<file path="config.mk">
export PLATFORM = sky130hd
export DESIGN_NAME = haze_frame_ctrl_flat
export DESIGN_NICKNAME = d
export VERILOG_FILES = /design/src/rtl/haze_pkg.sv /design/src/rtl/haze_frame_ctrl_if.sv /design/src/rtl/haze_ctrl_wdt.sv /design/src/rtl/haze_frame_ctrl.sv /design/src/flat_wrapper.sv
export SDC_FILE = /design/constraint.sdc
export NUM_CORES = 1
export LEC_CHECK = 0
export BUFFER_PORTS_ARGS = -buffer_cell sky130_fd_sc_hd__buf_2
export CORE_MARGIN = 1
export CORE_UTILIZATION = 51
export DETAILED_ROUTE_END_ITERATION = 12
export PLACE_DENSITY = 0.95
export REMOVE_ABC_BUFFERS = 1
export SLEW_MARGIN = 15
export SYNTH_ARGS = -nofsm -noshare
export SYNTH_HDL_FRONTEND = slang
export SYNTH_SLANG_ARGS = --single-unit
</file>
<file path="constraint.sdc">
create_clock -name clk -period 3.92 [get_ports clk]
set_clock_uncertainty 0.2 [all_clocks]
set_input_delay 0.392 -clock clk [delete_from_list [all_inputs] [get_ports clk]]
set_output_delay 0.392 -clock clk [all_outputs]
set_load 0.01 [all_outputs]
</file>
<file path="src/rtl/haze_pkg.sv">
// Shared types and constants for the haze-removal frame sequencer.
package haze_pkg;

  localparam int IMG_W_DEF = 512;
  localparam int IMG_H_DEF = 512;
  localparam int A_W       = 8;
  localparam int Q16_W     = 16;

  function automatic int pix_cnt_width(input int w, input int h);
    return $clog2(w * h + 1);
  endfunction

  localparam int PIX_CNT_W = pix_cnt_width(IMG_W_DEF, IMG_H_DEF);

  typedef enum logic [2:0] {
    IDLE     = 3'd0,
    CLR      = 3'd1,
    ALE_PASS = 3'd2,
    DRAIN    = 3'd3,
    LATCH    = 3'd4,
    REC_PASS = 3'd5,
    DONE     = 3'd6
  } state_t;

endpackage

</file>
<file path="src/rtl/haze_frame_ctrl_if.sv">
// Streaming bus between the frame sequencer, frame source, estimator and recovery path.
interface haze_frame_ctrl_if;
  import haze_pkg::*;

  logic             src_valid;
  logic             src_ready;
  logic             src_restart;
  logic             ale_rst;
  logic             ale_valid;
  logic             ale_done;
  logic [A_W-1:0]   ale_a_r, ale_a_g, ale_a_b;
  logic [Q16_W-1:0] ale_inv_a_r, ale_inv_a_g, ale_inv_a_b;
  logic             rec_valid;
  logic             rec_ready;
  logic [A_W-1:0]   a_r, a_g, a_b;
  logic [Q16_W-1:0] inv_a_r, inv_a_g, inv_a_b;

  modport master (
    input  src_valid, ale_done, ale_a_r, ale_a_g, ale_a_b,
           ale_inv_a_r, ale_inv_a_g, ale_inv_a_b, rec_ready,
    output src_ready, src_restart, ale_rst, ale_valid, rec_valid,
           a_r, a_g, a_b, inv_a_r, inv_a_g, inv_a_b
  );

  modport slave (
    output src_valid, ale_done, ale_a_r, ale_a_g, ale_a_b,
           ale_inv_a_r, ale_inv_a_g, ale_inv_a_b, rec_ready,
    input  src_ready, src_restart, ale_rst, ale_valid, rec_valid,
           a_r, a_g, a_b, inv_a_r, inv_a_g, inv_a_b
  );

endinterface

</file>
<file path="src/rtl/haze_ctrl_wdt.sv">
// Consecutive stall-cycle counter; trip fires on the LIMIT-th non-accept cycle of a pass.
module haze_ctrl_wdt #(
  parameter int LIMIT = 65535
) (
  input  logic clk,
  input  logic rst,
  input  logic en,
  input  logic accept,
  output logic trip
);
  localparam int CNT_W = $clog2(LIMIT + 1);

  logic [CNT_W-1:0] stall_cnt;

  always_ff @(posedge clk) begin
    if (rst || !en || accept) begin
      stall_cnt <= '0;
    end else if (stall_cnt != CNT_W'(LIMIT)) begin
      stall_cnt <= stall_cnt + CNT_W'(1);
    end
  end

  assign trip = en && !accept && (stall_cnt == CNT_W'(LIMIT - 1));

endmodule

</file>
<file path="src/rtl/haze_frame_ctrl.sv">
// Two-pass frame sequencer: estimator pass, drain/latch of A and Inv_A, recovery pass.
// Optional stall watchdog enabled by defining HAZE_CTRL_WDT_EN.
module haze_frame_ctrl
  import haze_pkg::*;
#(
  parameter int IMG_W     = IMG_W_DEF,
  parameter int IMG_H     = IMG_H_DEF,
  parameter int ALE_LAT   = 2,
  parameter int WDT_LIMIT = 65535
) (
  input  logic               clk,
  input  logic               rst,
  input  logic               start,
  haze_frame_ctrl_if.master  bus,
  output logic               busy,
  output logic               frame_done,
  output logic               err
);
  localparam int N   = IMG_W * IMG_H;
  localparam int PCW = pix_cnt_width(IMG_W, IMG_H);
  localparam int DCW = (ALE_LAT > 1) ? $clog2(ALE_LAT) : 1;

  state_t         state, state_nxt;
  logic [PCW-1:0] pix_cnt;
  logic [DCW-1:0] drain_cnt;
  logic           accept, last_pix, last_drain, wdt_trip;

  assign accept     = bus.src_valid && bus.src_ready;
  assign last_pix   = accept && (pix_cnt == PCW'(N - 1));
  assign last_drain = (drain_cnt == DCW'(ALE_LAT - 1));

`ifdef HAZE_CTRL_WDT_EN
  haze_ctrl_wdt #(.LIMIT(WDT_LIMIT)) u_wdt (
    .clk    (clk),
    .rst    (rst),
    .en     ((state == ALE_PASS) || (state == REC_PASS)),
    .accept (accept),
    .trip   (wdt_trip)
  );
`else
  logic [31:0] unused_wdt_limit;
  assign unused_wdt_limit = WDT_LIMIT;
  assign wdt_trip = 1'b0;
`endif

  always_ff @(posedge clk) begin
    if (rst) state <= IDLE;
    else     state <= state_nxt;
  end

  always_comb begin
    state_nxt     = state;
    bus.src_ready = 1'b0;
    bus.ale_valid = 1'b0;
    bus.rec_valid = 1'b0;
    case (state)
      IDLE:     if (start) state_nxt = CLR;
      CLR:      state_nxt = ALE_PASS;
      ALE_PASS: begin
        bus.src_ready = 1'b1;
        bus.ale_valid = bus.src_valid;
        if (wdt_trip)      state_nxt = IDLE;
        else if (last_pix) state_nxt = DRAIN;
      end
      DRAIN:    if (last_drain) state_nxt = bus.ale_done ? LATCH : IDLE;
      LATCH:    state_nxt = REC_PASS;
      REC_PASS: begin
        bus.src_ready = bus.rec_ready;
        bus.rec_valid = bus.src_valid && bus.rec_ready;
        if (wdt_trip)      state_nxt = IDLE;
        else if (last_pix) state_nxt = DONE;
      end
      DONE:     state_nxt = IDLE;
      default:  state_nxt = IDLE;
    endcase
  end

  assign busy            = (state != IDLE);
  assign frame_done      = (state == DONE);
  assign bus.ale_rst     = (state == CLR);
  assign bus.src_restart = (state == CLR) || (state == LATCH);

  always_ff @(posedge clk) begin
    if (rst) begin
      pix_cnt   <= '0;
      drain_cnt <= '0;
      err       <= 1'b0;
    end else begin
      if (state == CLR || state == LATCH)                        pix_cnt <= '0;
      else if ((state == ALE_PASS || state == REC_PASS) && accept) pix_cnt <= pix_cnt + PCW'(1);
      drain_cnt <= (state == DRAIN) ? drain_cnt + DCW'(1) : '0;
      if (state == CLR)
        err <= 1'b0;
      else if ((state == DRAIN && last_drain && !bus.ale_done) || wdt_trip)
        err <= 1'b1;
    end
  end

  // Estimator results are held across aborted frames; only LATCH or reset changes them.
  always_ff @(posedge clk) begin
    if (rst) begin
      bus.a_r     <= '0;
      bus.a_g     <= '0;
      bus.a_b     <= '0;
      bus.inv_a_r <= '0;
      bus.inv_a_g <= '0;
      bus.inv_a_b <= '0;
    end else if (state == LATCH) begin
      bus.a_r     <= bus.ale_a_r;
      bus.a_g     <= bus.ale_a_g;
      bus.a_b     <= bus.ale_a_b;
      bus.inv_a_r <= bus.ale_inv_a_r;
      bus.inv_a_g <= bus.ale_inv_a_g;
      bus.inv_a_b <= bus.ale_inv_a_b;
    end
  end

endmodule

</file>
<file path="src/flat_wrapper.sv">
// flat-port wrapper written by rule: the top's interface ports become plain ports
module haze_frame_ctrl_flat import haze_pkg::*;
#(
  parameter int IMG_W     = IMG_W_DEF,
  parameter int IMG_H     = IMG_H_DEF,
  parameter int ALE_LAT   = 2,
  parameter int WDT_LIMIT = 65535
)
  (clk, rst, start, busy, frame_done, err, bus_src_valid, bus_ale_done, bus_ale_a_r, bus_ale_a_g, bus_ale_a_b, bus_ale_inv_a_r, bus_ale_inv_a_g, bus_ale_inv_a_b, bus_rec_ready, bus_src_ready, bus_src_restart, bus_ale_rst, bus_ale_valid, bus_rec_valid, bus_a_r, bus_a_g, bus_a_b, bus_inv_a_r, bus_inv_a_g, bus_inv_a_b);
  haze_frame_ctrl_if bus_i ();
  input  logic clk;
  input  logic rst;
  input  logic start;
  output logic busy;
  output logic frame_done;
  output logic err;
  input wire logic [$bits(bus_i.src_valid)-1:0] bus_src_valid;
  input wire logic [$bits(bus_i.ale_done)-1:0] bus_ale_done;
  input wire logic [$bits(bus_i.ale_a_r)-1:0] bus_ale_a_r;
  input wire logic [$bits(bus_i.ale_a_g)-1:0] bus_ale_a_g;
  input wire logic [$bits(bus_i.ale_a_b)-1:0] bus_ale_a_b;
  input wire logic [$bits(bus_i.ale_inv_a_r)-1:0] bus_ale_inv_a_r;
  input wire logic [$bits(bus_i.ale_inv_a_g)-1:0] bus_ale_inv_a_g;
  input wire logic [$bits(bus_i.ale_inv_a_b)-1:0] bus_ale_inv_a_b;
  input wire logic [$bits(bus_i.rec_ready)-1:0] bus_rec_ready;
  output wire logic [$bits(bus_i.src_ready)-1:0] bus_src_ready;
  output wire logic [$bits(bus_i.src_restart)-1:0] bus_src_restart;
  output wire logic [$bits(bus_i.ale_rst)-1:0] bus_ale_rst;
  output wire logic [$bits(bus_i.ale_valid)-1:0] bus_ale_valid;
  output wire logic [$bits(bus_i.rec_valid)-1:0] bus_rec_valid;
  output wire logic [$bits(bus_i.a_r)-1:0] bus_a_r;
  output wire logic [$bits(bus_i.a_g)-1:0] bus_a_g;
  output wire logic [$bits(bus_i.a_b)-1:0] bus_a_b;
  output wire logic [$bits(bus_i.inv_a_r)-1:0] bus_inv_a_r;
  output wire logic [$bits(bus_i.inv_a_g)-1:0] bus_inv_a_g;
  output wire logic [$bits(bus_i.inv_a_b)-1:0] bus_inv_a_b;
  assign bus_i.src_valid = bus_src_valid;
  assign bus_i.ale_done = bus_ale_done;
  assign bus_i.ale_a_r = bus_ale_a_r;
  assign bus_i.ale_a_g = bus_ale_a_g;
  assign bus_i.ale_a_b = bus_ale_a_b;
  assign bus_i.ale_inv_a_r = bus_ale_inv_a_r;
  assign bus_i.ale_inv_a_g = bus_ale_inv_a_g;
  assign bus_i.ale_inv_a_b = bus_ale_inv_a_b;
  assign bus_i.rec_ready = bus_rec_ready;
  assign bus_src_ready = bus_i.src_ready;
  assign bus_src_restart = bus_i.src_restart;
  assign bus_ale_rst = bus_i.ale_rst;
  assign bus_ale_valid = bus_i.ale_valid;
  assign bus_rec_valid = bus_i.rec_valid;
  assign bus_a_r = bus_i.a_r;
  assign bus_a_g = bus_i.a_g;
  assign bus_a_b = bus_i.a_b;
  assign bus_inv_a_r = bus_i.inv_a_r;
  assign bus_inv_a_g = bus_i.inv_a_g;
  assign bus_inv_a_b = bus_i.inv_a_b;
  haze_frame_ctrl #(.IMG_W(IMG_W), .IMG_H(IMG_H), .ALE_LAT(ALE_LAT), .WDT_LIMIT(WDT_LIMIT)) u_core (.clk(clk), .rst(rst), .start(start), .bus(bus_i), .busy(busy), .frame_done(frame_done), .err(err));
endmodule
</file>
==> impl_metrics.csv, run 1 <==
group,metric,value,unit
floorplan,core.rowCount,30,
synthesis,synth_ff_type,"dfxtp_1",
critical_path,cp-start-kind,"register",
placed_design,place.port_buffers,157,
critical_path,crit_path_end_kind,"primary output",
placed_design,dpl.cell_count,688,
detailed_routing,vias_per_cell,5.32,
global_route,antenna_found_initial,1,
critical_path,path_delay_family,"simple AND/OR/NAND/NOR gates",
detailed_routing,wl_met1,3890,microns
clock_network,ctsResizeCount,0,
placed_design,dp_hpwl,7000,microns
floorplan,start_util,0.538,
power_and_ir_drop,power_density,414,nW/um^2
finish,fin_cells,705,
floorplan,die_w,87.4,microns
critical_path,path_max_fanout,32,
global_route,grt_pass1_vias,3400,
synthesis,async_reset_ff_frac,0,
detailed_routing,drc,0,
finish,final_nets,682,
sta,post-route-min-period,2640,ps
critical_path,crit_required,3330,ps
sta,hold_violations,0,
flow_run,maxCapViolCount,0,
detailed_routing,route.vias.total,3753,
clock_network,clockBufferDepth,2,
sta,slew_headroom,0.407,
sta,tns,0,ps
critical_path,arrival,2040,ps
synthesis,ys_ff_latch,96,
synthesis,synth_area_per_cell,8.01,sq um
sta,finalSetupViolCount,0,
critical_path,cpMaxStageDelayCell,"dfxtp_1",
placed_design,place_area,4520,sq um
global_route,grt_usage,0.250,
finish,drive_above_1_share,0.301,
critical_path,cp_num_buf_inv,1,
sta,slew_viol_final,0,
floorplan,die_height,87.4,microns
finish,syn_to_final_growth,26.8,%
sta,timing.final.crit_share,0.672,
synthesis,syn_inst,464,
finish,stdcell_area,4720,sq um
clock_network,tritoncts,"done",
power_and_ir_drop,power,1.95,mW
outcome,outcome,"completed",
sta,tightestPinTransition,886,ps
critical_path,slowest_delay,630,ps
hold_path,hold_path_class,"input port to register",
synthesis,yosysSeqAreaShare,0.517,
finish,mostFrequentLayoutCell,"buf_2",
detailed_routing,post_drt_wl_per_cell,14.0,microns
clock_network,cts_inserted_buffers,9,
finish,final_cell_mix,"buf_2 (157), nand2_1 (154), dfxtp_1 (96)",
clock_network,root_buffer,"clkbuf_8",
critical_path,crit_path_cell_trace,"nor2_1 -> and2_2 -> or2_2 -> buf_2",
clock_network,cts.sinks,96,
detailed_routing,ant_nets,0,
detailed_routing,route.met3.wl,728,microns
sta,rsz0062_at_grt,"no",
detailed_routing,drt_iter0_drc,184,
detailed_routing,met2WireLength,4940,microns
floorplan,die_area,7640,sq um
synthesis,ys_warn_count,0,
global_route,overflow,0,
clock_network,clock_latency,350,ps
floorplan,coreArea,6910,sq um
synthesis,netlist_area,3720,sq um
placed_design,place_congestion,0.826,
clock_network,clkTransAtPathRegs,110,ps
power_and_ir_drop,p_leak,1.99,nW
global_route,grt_pass1_wl,15000,microns
synthesis,synth_edf_count,0,
clock_network,cts_htree_levels,3,
synthesis,ys_types,40,
detailed_routing,wirelength,9890,microns
global_route,grt_max_degree,80,
critical_path,path_class,"register to primary output",
sta,fmax,0.379,GHz
power_and_ir_drop,vdd_drop_max,0.337,mV
clock_network,cts_hold_buf,0,
detailed_routing,dr.pass1.iters,4,
clock_network,post_cts_buffers,0,
detailed_routing,routed.top_layer,"met4",
floorplan,io_pins,158,
==> stage by stage <==
| stage | setup slack, ps | utilization | hold slack (ps) |
|---|---|---|---|
| 2_1_floorplan | 1160 | - | 252 |
| 3_3_place_gp | 1620 | 0.654 | 238 |
| 3_5_place_dp | 1500 | 0.654 | 245 |
| 4_1_cts | 1280 | 0.682 | 44.2 |
| 5_1_grt | 1190 | 0.683 | 42.5 |
| 6_report | 1280 | 0.683 | 58.3 |
==> cell type report <==
class / instances / area (sq um)
antenna: 1 / 2.50
sequential: 96 / 1920
multi-input combinational: 332 / 1650
clock inverter: 6 / 57.6
timing repair buffer: 160 / 808
clock buffer: 10 / 138
fill: 578 / 2190
inverter: 4 / 15.0
tap: 96 / 120
==> cells by family after synthesis <==
kind of cell / count (synthesis) / synth area share
buf+inv: 36 / 0.0397
mux: 2 / 0.00538
simple gates: 212 / 0.253
flops: 96 / 0.517
compound gates: 110 / 0.165
xor+xnor: 7 / 0.0165
fa+ha+maj: 1 / 0.00336
==> worst paths after layout <==
kind / start / to / slack (ps) / depth (start not counted)
worst max-delay path: u_core.state[0] / bus_src_restart / 1280 / 4
worst min-delay path: bus_ale_a_g[0] / u_core.bus.a_g[0] / 60 / 3
worst max register to register: u_core.state[1] / u_core.pix_cnt[15] / 1420 / 4
worst min register to register: u_core.bus.a_r[1] / u_core.bus.a_r[1] / 260 / 2
==> power by group <==
group | switching [mW] | internal (mW)
registers | 0.0400 | 0.999
logic | 0.160 | 0.118
clock network | 0.370 | 0.264
total | 0.570 | 1.38
==> worst reg2reg max path, delay by kind of cell, from the launching register on <==
kind / cells / cell delay, ps
and+or+nand+nor: 2 / 1150
DFF: 1 / 580
AOI/OAI and AO/OA: 2 / 500
==> flip-flops by register name (all words and copies together), names as in the netlist <==
name,cells
u_core.bus.a_b,8
u_core.bus.inv_a_b,16
u_core.state,3
u_core.bus.inv_a_g,16
u_core.bus.a_r,8
u_core.err,1
u_core.drain_cnt,1
u_core.bus.a_g,8
u_core.pix_cnt,19
u_core.bus.inv_a_r,16
==> Yosys cell counts, types with 3 or more instances <==
master,count,share of area
a21oi_1,86,0.12
and2_1,6,0.010
and4_1,3,0.0071
buf_2,4,0.0054
clkbuf_1,26,0.026
dfxtp_1,96,0.52
inv_1,4,0.0040
nand2_1,155,0.16
nand4_1,4,0.0067
nor2_1,11,0.011
nor3_1,3,0.0040
o21ai_0,6,0.0081
o31ai_1,6,0.012
or3_1,8,0.013
or4_1,6,0.012
xnor2_1,3,0.0071
xor2_1,4,0.0094
==> routing by layer <==
layer / global-route usage / vias up
met2: 0.422 / 167
met3: 0.0692 / 36
met4: 0.137 / 0
li1: - / 1839
met1: 0.285 / 1711
met5: 0 / -
No activity file was read; power rests on OpenSTA's default activity.
==> run 2, diff against run 1 <==
Settings changed: CORE_UTILIZATION 51 to 47, PLACE_DENSITY 0.95 to 0.9.
Clock period 3.92 ns to 2.7 ns, I/O delays scaled along.
==> run 2 against run 1 <==
Against the previous run:
- via count grew 13%
- count of clock-buffer cells in the layout is the same
- final cell count grew 11%
- utilization grew 2.8 points
- largest cell class unchanged
- sequential power grew 45%
- die area grew 8.3%
- clock power grew 47%
==> impl_metrics.csv, run 2 (synthesis results as in run 1) <==
group,metric,value,unit
sta,hold_ws,50.7,ps
critical_path,slowest_delay,590,ps
clock_network,ctsResizeCount,0,
finish,largest_reg_flops,19,
floorplan,die_area,8270,sq um
clock_network,cts.sinks,96,
sta,slew_headroom,0.473,
sta,tightestPinTransition,790,ps
detailed_routing,route.vias.total,4247,
sta,tns,0,ps
finish,final_cell_mix,"buf_2 (157), nand2_1 (154), dfxtp_1 (96)",
critical_path,path_class,"register to register",
outcome,outcome,"completed",
sta,hold_violations,0,
finish,syn_to_final_growth,46.9,%
clock_network,cts_htree_levels,3,
global_route,grt_pass1_vias,4127,
critical_path,crit_path_cell_trace,"nor3b_2 -> o2111ai_2 -> or4_1 -> a21oi_1",
critical_path,crit_path_end_kind,"register",
clock_network,cts_inserted_buffers,9,
critical_path,cpMaxStageDelayCell,"or4_1",
sta,timing.final.crit_share,0.914,
placed_design,place_ws,285,ps
global_route,grt_max_degree,80,
critical_path,path_max_fanout,15,
finish,multi_input_area,1650,sq um
floorplan,coreArea,7690,sq um
placed_design,dp_hpwl,6350,microns
detailed_routing,dr.pass1.iters,5,
detailed_routing,ant_nets,0,
global_route,grt_usage,0.306,
floorplan,core.rowCount,32,
clock_network,root_buffer,"clkbuf_8",
floorplan,die_height,91.0,microns
critical_path,crit_required,2770,ps
detailed_routing,drt_iter0_drc,240,
detailed_routing,vias_per_cell,5.42,
clock_network,clkTransAtPathRegs,100,ps
finish,final-seq-area,1920,sq um
flow_run,maxCapViolCount,0,
finish,mostFrequentLayoutCell,"buf_2",
finish,final_nets,755,
placed_design,dpl.cell_count,695,
power_and_ir_drop,vdd_drop_max,0.342,mV
clock_network,tritoncts,"done",
finish,drive_above_1_share,0.270,
floorplan,io_pins,158,
placed_design,place.port_buffers,157,
sta,finalSetupViolCount,0,
placed_design,place_area,4550,sq um
power_and_ir_drop,p_leak,2.30,nW
detailed_routing,wirelength,12400,microns
floorplan,die_w,91.0,microns
global_route,antenna_found_initial,2,
power_and_ir_drop,power_density,537,nW/um^2
finish,stdcell_area,5460,sq um
sta,post-route-min-period,2470,ps
sta,rsz0062_at_grt,"no",
sta,fmax,0.405,GHz
finish,largest-register,"u_core.pix_cnt",
hold_path,hold_path_class,"input port to register",
sta,fin_ws,234,ps
placed_design,place_congestion,0.812,
sta,slew_viol_final,0,
finish,fin_cells,784,
floorplan,start_util,0.484,
detailed_routing,post_drt_wl_per_cell,15.9,microns
detailed_routing,drc,0,
global_route,grt_pass1_wl,19900,microns
critical_path,cp-start-kind,"register",
critical_path,arrival,2540,ps
finish,fillers,543,
global_route,overflow,0,
clock_network,clockBufferDepth,2,
clock_network,clock_latency,350,ps
## run 2: timing repair
item	4_1_cts	5_1_grt
hold endpoints to repair	72	0
setup buffers	0	0
hold buffers	72	0
## run 2: layer usage
metal,share of wire,track usage
met2,0.51,0.531
met3,0.063,0.0812
met4,0.068,0.218
met1,0.36,0.319
met5,0,0
## run 2: worst max-delay path, delay by kind of cell, from the launching register on
| kind | cells | cell delay, ps |
|---|---|---|
| compound gates | 2 | 510 |
| flops | 1 | 570 |
| simple gates | 2 | 1110 |
## run 2: layout make-up
cell class / count / share of cell area
multi-input combinational: 332 / 0.302
sequential: 96 / 0.352
clock inverter: 6 / 0.0105
timing repair buffer: 233 / 0.283
tap: 102 / 0.0234
clock buffer: 10 / 0.0252
antenna: 1 / 0.000458
inverter: 4 / 0.00275
## run 2: stage by stage
stage,power [mW],utilization
6_report,2.94,0.711
5_1_grt,3.07,0.711
4_1_cts,2.94,0.710
3_5_place_dp,1.93,0.591
3_3_place_gp,1.92,0.591
2_1_floorplan,1.75,-
## run 2: where the power goes
part	total [mW]	switching (mW)	leakage, nW	internal [mW]
Combinational	0.495	0.253	1.42	0.242
Clock	0.933	0.548	0.102	0.386
Sequential	1.51	0.0573	0.773	1.45
## run 2: path summary, 6_finish.rpt
kind / startpoint / end / slack (ps) / cells after the start
max: u_core.state[1] / u_core.pix_cnt[15] / 230 / 4
min: bus_ale_done / u_core.state[2] / 50 / 3
max reg2reg: u_core.state[1] / u_core.pix_cnt[15] / 230 / 4
min reg2reg: u_core.bus.inv_a_r[15] / u_core.bus.inv_a_r[15] / 260 / 2
